### src/rtl/pipe_pkg.sv
// Shared types for the pipeline stall/flush sequencer: FSM states, request priority and the
// per-stage control bundle.
package pipe_pkg;

  typedef enum logic [2:0] {
    ST_RUN       = 3'd0,
    ST_BR_STALL  = 3'd1,
    ST_MEM_WAIT  = 3'd2,
    ST_IRQ_DRAIN = 3'd3,
    ST_IRQ_REDIR = 3'd4
  } pipe_state_e;

  // Requests seen in RUN once mem_busy is ruled out, highest priority first in pick_req.
  typedef enum logic [2:0] {
    REQ_NONE     = 3'd0,
    REQ_REDIRECT = 3'd1,
    REQ_LOAD_USE = 3'd2,
    REQ_BR_DEP   = 3'd3,
    REQ_IRQ      = 3'd4
  } pipe_req_e;

  typedef struct packed {
    logic pc_we;
    logic ifid_we;
    logic idex_we;
    logic exmem_we;
    logic memwb_we;
    logic ifid_flush;
    logic idex_flush;
  } stage_ctrl_t;

  localparam stage_ctrl_t CTRL_RUN    = 7'b11111_00;
  localparam stage_ctrl_t CTRL_RESET  = 7'b00000_11;
  localparam stage_ctrl_t CTRL_HOLD   = 7'b00000_00;
  localparam stage_ctrl_t CTRL_BUBBLE = 7'b00111_01;
  localparam stage_ctrl_t CTRL_KILL   = 7'b11111_10;
  localparam stage_ctrl_t CTRL_DRAIN  = 7'b01111_11;
  localparam stage_ctrl_t CTRL_REDIR  = 7'b11111_10;

  // br_dep outranks load_use: its stall is a superset of the load-use bubble.
  function automatic pipe_req_e pick_req(input logic irq_req, input logic load_use,
                                         input logic br_dep, input logic redirect);
    pipe_req_e r;
    r = REQ_NONE;
    if (irq_req)       r = REQ_IRQ;
    else if (br_dep)   r = REQ_BR_DEP;
    else if (load_use) r = REQ_LOAD_USE;
    else if (redirect) r = REQ_REDIRECT;
    return r;
  endfunction

endpackage

### src/rtl/pipe_stall_cnt.sv
// Loadable saturating down-counter with hold; 'last' flags the final counted cycle.
module pipe_stall_cnt #(
  parameter int W = 3
) (
  input  logic         clk,
  input  logic         rst,
  input  logic         load,
  input  logic [W-1:0] load_val,
  input  logic         dec,
  output logic [W-1:0] count,
  output logic         last
);

  always_ff @(posedge clk or posedge rst) begin
    if (rst) begin
      count <= '0;
    end else if (load) begin
      count <= load_val;
    end else if (dec && (count != '0)) begin
      count <= count - W'(1);
    end
  end

  assign last = (count <= W'(1));

endmodule

### src/rtl/pipe_stall_ctrl.sv
// Stall/flush sequencer for the 5-stage pipeline. Optional event counters are built
// when PIPE_STALL_STATS_EN is defined.
module pipe_stall_ctrl
  import pipe_pkg::*;
#(
  parameter int BR_STALL_CYC = 1,
  parameter int DRAIN_CYC    = 3,
  parameter int CNT_W        = 3
) (
  input  logic             clk,
  input  logic             reset,
  input  logic             load_use,
  input  logic             br_dep,
  input  logic             redirect,
  input  logic             mem_busy,
  input  logic             irq,
  input  logic             irq_en,
  output logic             pc_we,
  output logic             ifid_we,
  output logic             idex_we,
  output logic             exmem_we,
  output logic             memwb_we,
  output logic             ifid_flush,
  output logic             idex_flush,
  output logic             pc_sel_irq,
  output logic             epc_we,
  output logic             irq_ack,
  output pipe_state_e      state_dbg,
  output logic [CNT_W-1:0] cnt_dbg
`ifdef PIPE_STALL_STATS_EN
  ,
  output logic [31:0]      stall_cnt,
  output logic [31:0]      flush_cnt,
  output logic [15:0]      irq_cnt
`endif
);

  localparam logic [CNT_W-1:0] BR_LOAD    = CNT_W'(BR_STALL_CYC - 1);
  localparam logic [CNT_W-1:0] DRAIN_LOAD = CNT_W'(DRAIN_CYC - 1);

  pipe_state_e      state, saved, eff_state, state_nx, saved_nx;
  pipe_req_e        req;
  stage_ctrl_t      ctrl, ctrl_out;
  logic             irq_pulse;
  logic             cnt_load, cnt_dec, cnt_last;
  logic [CNT_W-1:0] cnt_load_val, cnt_val;

  // MEM_WAIT behaves as the interrupted state once mem_busy drops, so resumption is same-cycle.
  assign eff_state = (state == ST_MEM_WAIT) ? saved : state;
  assign req       = pick_req(irq & irq_en, load_use, br_dep, redirect);

  always_comb begin
    ctrl         = CTRL_RUN;
    irq_pulse    = 1'b0;
    state_nx     = state;
    saved_nx     = saved;
    cnt_load     = 1'b0;
    cnt_load_val = '0;
    cnt_dec      = 1'b0;
    if (mem_busy && (eff_state != ST_IRQ_REDIR)) begin
      ctrl     = CTRL_HOLD;
      state_nx = ST_MEM_WAIT;
      saved_nx = eff_state;
    end else begin
      case (eff_state)
        ST_RUN: begin
          state_nx = ST_RUN;
          case (req)
            REQ_IRQ: begin
              ctrl         = CTRL_DRAIN;
              cnt_load     = 1'b1;
              cnt_load_val = DRAIN_LOAD;
              state_nx     = (DRAIN_CYC > 1) ? ST_IRQ_DRAIN : ST_IRQ_REDIR;
            end
            REQ_BR_DEP: begin
              ctrl         = CTRL_BUBBLE;
              cnt_load     = 1'b1;
              cnt_load_val = BR_LOAD;
              state_nx     = (BR_STALL_CYC > 1) ? ST_BR_STALL : ST_RUN;
            end
            REQ_LOAD_USE: ctrl = CTRL_BUBBLE;
            REQ_REDIRECT: ctrl = CTRL_KILL;
            default:      ctrl = CTRL_RUN;
          endcase
        end
        ST_BR_STALL: begin
          ctrl     = CTRL_BUBBLE;
          cnt_dec  = 1'b1;
          state_nx = cnt_last ? ST_RUN : ST_BR_STALL;
        end
        ST_IRQ_DRAIN: begin
          ctrl     = CTRL_DRAIN;
          cnt_dec  = 1'b1;
          state_nx = cnt_last ? ST_IRQ_REDIR : ST_IRQ_DRAIN;
        end
        ST_IRQ_REDIR: begin
          ctrl      = CTRL_REDIR;
          irq_pulse = 1'b1;
          state_nx  = ST_RUN;
        end
        default: state_nx = ST_RUN;
      endcase
    end
  end

  always_ff @(posedge clk or posedge reset) begin
    if (reset) begin
      state <= ST_RUN;
      saved <= ST_RUN;
    end else begin
      state <= state_nx;
      saved <= saved_nx;
    end
  end

  pipe_stall_cnt #(.W(CNT_W)) u_cnt (
    .clk      (clk),
    .rst      (reset),
    .load     (cnt_load),
    .load_val (cnt_load_val),
    .dec      (cnt_dec),
    .count    (cnt_val),
    .last     (cnt_last)
  );

  assign ctrl_out   = reset ? CTRL_RESET : ctrl;
  assign pc_we      = ctrl_out.pc_we;
  assign ifid_we    = ctrl_out.ifid_we;
  assign idex_we    = ctrl_out.idex_we;
  assign exmem_we   = ctrl_out.exmem_we;
  assign memwb_we   = ctrl_out.memwb_we;
  assign ifid_flush = ctrl_out.ifid_flush;
  assign idex_flush = ctrl_out.idex_flush;
  assign pc_sel_irq = irq_pulse & ~reset;
  assign epc_we     = irq_pulse & ~reset;
  assign irq_ack    = irq_pulse & ~reset;
  assign state_dbg  = state;
  assign cnt_dbg    = cnt_val;

`ifdef PIPE_STALL_STATS_EN
  always_ff @(posedge clk or posedge reset) begin
    if (reset) begin
      stall_cnt <= '0;
      flush_cnt <= '0;
      irq_cnt   <= '0;
    end else begin
      if (!ctrl.pc_we)                      stall_cnt <= stall_cnt + 32'd1;
      if (ctrl.ifid_flush || ctrl.idex_flush) flush_cnt <= flush_cnt + 32'd1;
      if (irq_pulse)                        irq_cnt   <= irq_cnt + 16'd1;
    end
  end
`endif

endmodule

### config.mk
export PLATFORM = sky130hd
export DESIGN_NAME = pipe_stall_ctrl
export DESIGN_NICKNAME = d
export VERILOG_FILES = /design/src/rtl/pipe_pkg.sv /design/src/rtl/pipe_stall_cnt.sv /design/src/rtl/pipe_stall_ctrl.sv
export SDC_FILE = /design/constraint.sdc
export NUM_CORES = 1
export LEC_CHECK = 0
export BUFFER_PORTS_ARGS = -buffer_cell sky130_fd_sc_hd__buf_2
export CORE_MARGIN = 2
export CORE_UTILIZATION = 40
export DETAILED_ROUTE_END_ITERATION = 8
export PLACE_DENSITY = 0.73
export SLEW_MARGIN = 30
export SYNTH_ARGS = -nofsm -noshare
export SYNTH_HDL_FRONTEND = slang
export SYNTH_SLANG_ARGS = --single-unit
### constraint.sdc
create_clock -name clk -period 4.85 [get_ports clk]
set_input_delay 0.97 -clock clk [delete_from_list [all_inputs] [get_ports clk]]
set_output_delay 0.97 -clock clk [all_outputs]
set_load 0.02 [all_outputs]
==> results of run 1 <==
==> registers in the layout (all words and copies together), names as in the netlist <==
register     count
saved            3
state_dbg        3
u_cnt.count      3
==> through the flow <==
| step | instances | hold WS, ns | power (mW) | setup WS [ns] | utilization |
|---|---|---|---|---|---|
| after CTS | 131 | 0.575 | 0.486 | 1.97 | 0.494 |
| final | 131 | 0.574 | 0.481 | 1.99 | 0.494 |
| after global placement | 127 | 0.554 | 0.423 | 2.01 | 0.478 |
| after floorplan | 86 | 0.547 | 0.362 | 2.04 | - |
| after detailed placement | 127 | 0.560 | 0.424 | 1.99 | 0.478 |
| after global routing | 131 | 0.607 | 0.531 | 1.86 | 0.494 |
==> layer usage <==
layer  track usage  vias up
met5             0        -
met4        0.0514        0
met3        0.0471        2
met2         0.272       19
met1         0.238      323
li1              -      342
==> cell families after synthesis <==
logic type	synth area share
xor+xnor	0.0121
simple gates	0.241
buf+inv	0.119
fa+ha+maj	0.0517
compound gates	0.266
flops	0.310
==> critical path, stage by stage (launching register included) <==
cell and delay, ns:
dfrtp_1 0.52, nor2b_4 0.22, a31oi_1 0.10, or2_2 0.32, a221oi_1 0.27, buf_2 0.21
==> power by group through the flow <==
stage,combinational [mW],clock [mW],sequential [mW]
2_1_floorplan,0.208,0,0.154
3_3_place_gp,0.278,0,0.145
3_5_place_dp,0.279,0,0.146
4_1_cts,0.282,0.0591,0.144
5_1_grt,0.315,0.0640,0.152
6_report,0.280,0.0562,0.145
==> layout make-up <==
cell class | instances | area, um^2 | share of cell area
clock buffer | 3 | 22.5 | 0.0267
inverter | 8 | 30.0 | 0.0356
clock inverter | 1 | 5.00 | 0.00593
multi-input combinational | 62 | 414 | 0.491
tap | 25 | 31.3 | 0.0371
sequential | 9 | 225 | 0.267
timing repair buffer | 23 | 115 | 0.136
==> cell usage in the layout, fill, tap and decap left out <==
cell,n
a21o_1,2
nand2b_1,2
ha_1,3
xnor2_1,1
nor3_1,1
clkinv_2,1
o31ai_1,2
nor4_4,1
a221oi_1,1
and3b_1,1
a41oi_1,1
dfrtp_1,9
nand2_1,5
and2_1,1
and3_1,1
or2_2,2
a21oi_2,1
o21ai_0,8
a32o_1,1
o31a_2,1
nand3_1,1
or3_1,1
nor2b_4,1
nor2_1,6
o211ai_1,1
inv_1,8
nor3b_1,1
nor2_2,1
and2b_2,1
or2_0,1
nand3b_1,1
buf_2,23
a2111o_1,1
a21oi_1,9
clkbuf_4,3
a31oi_1,2
==> worst paths after layout <==
kind                                       startpoint                          to  slack (ns)  cells after the start
max                            state_dbg[1]$_DFF_PP0_                     ifid_we        1.99                      5
min                        u_cnt.count[2]$_DFFE_PP0P_  u_cnt.count[2]$_DFFE_PP0P_        0.57                      2
max reg2reg                u_cnt.count[0]$_DFFE_PP0P_  u_cnt.count[2]$_DFFE_PP0P_        3.11                      6
min reg2reg                u_cnt.count[2]$_DFFE_PP0P_  u_cnt.count[2]$_DFFE_PP0P_        0.57                      2
max in group asynchronous                       reset        saved[0]$_DFFE_PP0P_        3.84                      2
min in group asynchronous                       reset      state_dbg[0]$_DFF_PP0_        0.73                      2
==> run metrics, run 1 <==
average size of a mapped cell=8.44 um^2; class of the tightest hold or removal check=flop to flop; synthesized netlist net count=97; synth unique cells=36; number of gates resized after CTS=0; Setup TNS=0 ns; run status=completed; post-detailed-route via-to-cell ratio=5.24; number of hold-slack violations in the final timing report=0; signal arrival time at the worst endpoint=1.89 ns; share of synthesized area occupied by flip-flops and latches=0.310; number of flops mapped to enable cells by yosys=0; CTS Buf Count=3; top routing layer used=met4; DR pass1 iterations=4; Post-Syn Instances=86; fin nets=118; count of input and output buffers=23; Final Cycle Share=0.590; antenna violations before repair=0; Core Area=0.00171 mm^2; count of vias placed by the detailed router=686; number of buffers inserted for hold repair after clock tree synthesis=0; global placement routability congestion=0.807; number of diodes added for antenna fixing=0; clock period minus worst slack=around 2.9 ns; yosys synthesis warning count=0; Primary FF master, synth=dfrtp_1; count of pins over their slew limit=0; die boundary height=between 40 and 50 um; main area contributors after synthesis=dfrtp_1, a21oi_1, o21ai_0; fraction of power consumed by sequential logic=0.301; clock tree root driver cell=clkbuf_4; estimated wirelength of the detail-placed design=1240 um; pin count of the biggest net entering global routing=13; detailed-route DRC error count=0; number of violations of the max-capacitance limit=0; Worst Path Required=between 3 and 4 ns; final cell area excluding filler cells=843 um^2; clock tree buffer depth=2; total routed wire length on the met1 layer=approximately 750 um; largest fanout of any net on the critical path=10; final setup vio count=0; Area growth, synth to finish=16.2%; Worst Clk Skew=0.00470 ns; Gate power share=0.582; peak supply drop=about 0.27 mV; sw power=0.232 mW; Clk pin slew, worst setup/hold paths=0.06 ns; DR iter-0 viols=6; horizontal extent of the die=around 47 um; number of setup buffers added after CTS=0; initial core utilization=0.425; number of sinks handled by clock tree synthesis=9; Detailed Route WL=1600 um; wire length of the first global-routing pass=roughly 2700 um; fmax=approximately 350 MHz; critical path class=flop to output pin; share of the synthesized area in the top cell type=0.310; Die ar.=between 0.002 and 0.0025 mm^2; GRT Util Overall=0.176; cell area power density=between 500 and 600 mW/mm^2; remaining global-route overflow=0; ranking of synthesized cells by instance count=a21oi_1, dfrtp_1, inv_1, o21ai_0, nor2_1; vias in the first global route=631; number of synthesized register bits=9; routed length on met2=741 um; total I/O pin count=24; routed wire length per instance=12.2 um; share of cells above drive strength 1=0.330; Sw Ratio=0.482; internal portion of total power=0.249 mW; remaining antenna violation count=0; Setup crit start kind=flop; Fill cells=171; clock latency of the later-clocked register in the worst-skew pair=0.26 ns; fraction of power consumed by the clock network=0.117; post-synthesis cell type with the largest combined area=dfrtp_1; cell area after technology mapping=approximately 730 um^2; transition at the pin with the smallest max-transition slack=0.386 ns; kind of end point of the critical path=output pin; H-tree levels=1; CTS tree=yes; cell area reported after detailed placement=816 um^2; met3 wire length=92 um; number of standard-cell rows in the floorplan=15; proportion of register bits with asynchronous set or reset after synthesis=1.00; unrepaired setup endpoints after global routing=false; leakage power total=0.429 nW; Worst slew margin=0.740
Note: power is estimated with default switching activity, not from simulation.
==> inputs of run 2 (changes only) <==
--- a/config.mk
+++ b/config.mk
@@ -9,7 +9,7 @@
 export CORE_MARGIN = 2
 export CORE_UTILIZATION = 40
 export DETAILED_ROUTE_END_ITERATION = 8
-export PLACE_DENSITY = 0.73
+export PLACE_DENSITY = 0.75
 export SLEW_MARGIN = 30
 export SYNTH_ARGS = -nofsm -noshare
 export SYNTH_HDL_FRONTEND = slang
==> constraint.sdc (replaced) <==
create_clock -name clk -period 2.6 [get_ports clk]
set_input_delay 0.52 -clock clk [delete_from_list [all_inputs] [get_ports clk]]
set_output_delay 0.52 -clock clk [all_outputs]
set_load 0.02 [all_outputs]
==> run metrics, run 2 (synthesized netlist as in run 1, its figures left out) <==
detailed-route DRC error count=0; number of buffers inserted for hold repair after clock tree synthesis=0; master of the slowest instance on the critical path=dfrtp_1; run status=completed; critical path class=flop to output pin; share of cells above drive strength 1=0.321; start point of the critical path=state_dbg[1]$_DFF_PP0_; DR iter-0 viols=9; Crit Reg-Reg Startpoint=u_cnt.count[0]$_DFFE_PP0P_; cell area power density=roughly 1100 mW/mm^2; flop-to-flop setup slack=between 0.8 and 0.9 ns; Finished Layout Cells=approximately 130; H-tree levels=1; leakage power total=0.426 nW; smallest hold slack=0.275 ns; number of hold-slack violations in the final timing report=0; number of cell instances on the worst register-to-register path=6; Final Cycle Share=0.920; Core Area=0.00171 mm^2; unrepaired setup endpoints after global routing=false; global placement routability congestion=roughly 0.84; estimated wirelength of the detail-placed design=1250 um; initial core utilization=0.425; total I/O pin count=24; Die ar.=0.00217 mm^2; sw power=0.423 mW; clock period minus worst slack=2.39 ns; internal portion of total power=~0.47 mW; wire length of the first global-routing pass=about 2500 um; die boundary height=46.6 um; Area growth, synth to finish=16.0%; CTS Buf Count=3; GRT Util Overall=0.166; CTS tree=yes; most frequent standard cell in the layout excluding fill and tap cells=buf_2; Worst setup endpoint=ifid_we; transition at the pin with the smallest max-transition slack=0.395 ns; fraction of power consumed by the clock network=0.116; Fill cells=172; antenna violations before repair=0; remaining global-route overflow=0; clock tree buffer depth=2; count of pins over their slew limit=0; peak supply drop=0.432 mV; Detailed Route WL=between 1500 and 2000 um; post-detailed-route via-to-cell ratio=between 5 and 6; largest fanout of any net on the critical path=10; r2r endpoint=u_cnt.count[2]$_DFFE_PP0P_; number of setup buffers added after CTS=0; Setup crit start kind=flop; area occupied by registers=around 230 um^2; pin count of the biggest net entering global routing=13; Worst slew margin=0.734; kind of end point of the critical path=output pin; clock latency of the later-clocked register in the worst-skew pair=0.25 ns; fin nets=approximately 120; remaining antenna violation count=0; routed wire length per instance=11.8 um; fraction of power consumed by sequential logic=0.303; clock tree root driver cell=clkbuf_4; Sw Ratio=0.475; Gate power share=0.581; count of vias placed by the detailed router=677; number of sinks handled by clock tree synthesis=9; signal arrival time at the worst endpoint=1.87 ns; area of the multi-input gates=about 410 um^2; class of the tightest hold or removal check=primary input to async pin; number of violations of the max-capacitance limit=0; cell count after placement=127; cells along the critical path=nor2b_4 -> a31oi_1 -> or2_2 -> a221oi_1 -> buf_2; DR pass1 iterations=4; horizontal extent of the die=~47 um; number of gates resized after CTS=0; number of diodes added for antenna fixing=0; Worst Path Required=2.08 ns; leading cell types in the layout, fill and taps excluded=buf_2, a21oi_1, dfrtp_1; final setup vio count=0; Setup TNS=0 ns; Clk pin slew, worst setup/hold paths=roughly 0.060 ns; number of standard-cell rows in the floorplan=15; vias in the first global route=585; maximum single-stage delay on the critical path=0.50 ns; fmax=about 420 MHz; Worst Clk Skew=0.00716 ns; count of input and output buffers=23
-- run 2: changes by cell type in the layout (fill, tap and decap cells not counted) --
cell | before | now
clkinv_2 | 1 | 0
clkbuf_1 | 0 | 1
-- run 2: area by class of cell --
cell class	count	share of cell area
multi-input combinational	62	0.492
clock buffer	4	0.0312
sequential	9	0.267
tap	25	0.0371
timing repair buffer	23	0.137
inverter	8	0.0357
-- run 2: worst min-delay path by stage --
stage,startpoint,to,slack [ns],depth (start not counted)
6_report,reset,state_dbg[0]$_DFF_PP0_,0.27,2
4_1_cts,reset,saved[1]$_DFFE_PP0P_,0.28,2
3_3_place_gp,u_cnt.count[2]$_DFFE_PP0P_,u_cnt.count[2]$_DFFE_PP0P_,0.54,2
3_5_place_dp,u_cnt.count[2]$_DFFE_PP0P_,u_cnt.count[2]$_DFFE_PP0P_,0.55,2
2_1_floorplan,reset,saved[0]$_DFFE_PP0P_,0.36,1
5_1_grt,reset,saved[0]$_DFFE_PP0P_,0.30,2
-- run 2: metrics by stage --
stage	area, um^2	setup slack [ns]	utilization	power (mW)
after floorplan	726	0.237	-	0.676
after global placement	816	0.468	0.478	0.788
after detailed placement	816	0.466	0.478	0.794
after CTS	842	0.187	0.493	0.902
after global routing	842	0.0570	0.493	0.988
final	842	0.208	0.493	0.891
-- run 2: layer usage --
| metal | GRT usage | share of wire |
|---|---|---|
| met3 | 0.0275 | 0.034 |
| met5 | 0 | 0 |
| met4 | 0.0743 | 0.0039 |
| met2 | 0.244 | 0.47 |
| met1 | 0.235 | 0.49 |
-- run 2: worst max-delay path, delay by kind of cell (launching register included) --
kind | cells | cell delay (ns)
simple gates | 2 | 0.54
buf+inv | 1 | 0.20
compound gates | 2 | 0.37
flops | 1 | 0.50
-- run 2: power by group through the flow --
| stage | registers [mW] | logic [mW] | clock network [mW] |
|---|---|---|---|
| finish | 0.270 | 0.518 | 0.103 |
| floorplan | 0.288 | 0.388 | 0 |
| global placement | 0.267 | 0.521 | 0 |
| detailed placement | 0.271 | 0.523 | 0 |
| CTS | 0.269 | 0.525 | 0.108 |
| global route | 0.284 | 0.589 | 0.116 |
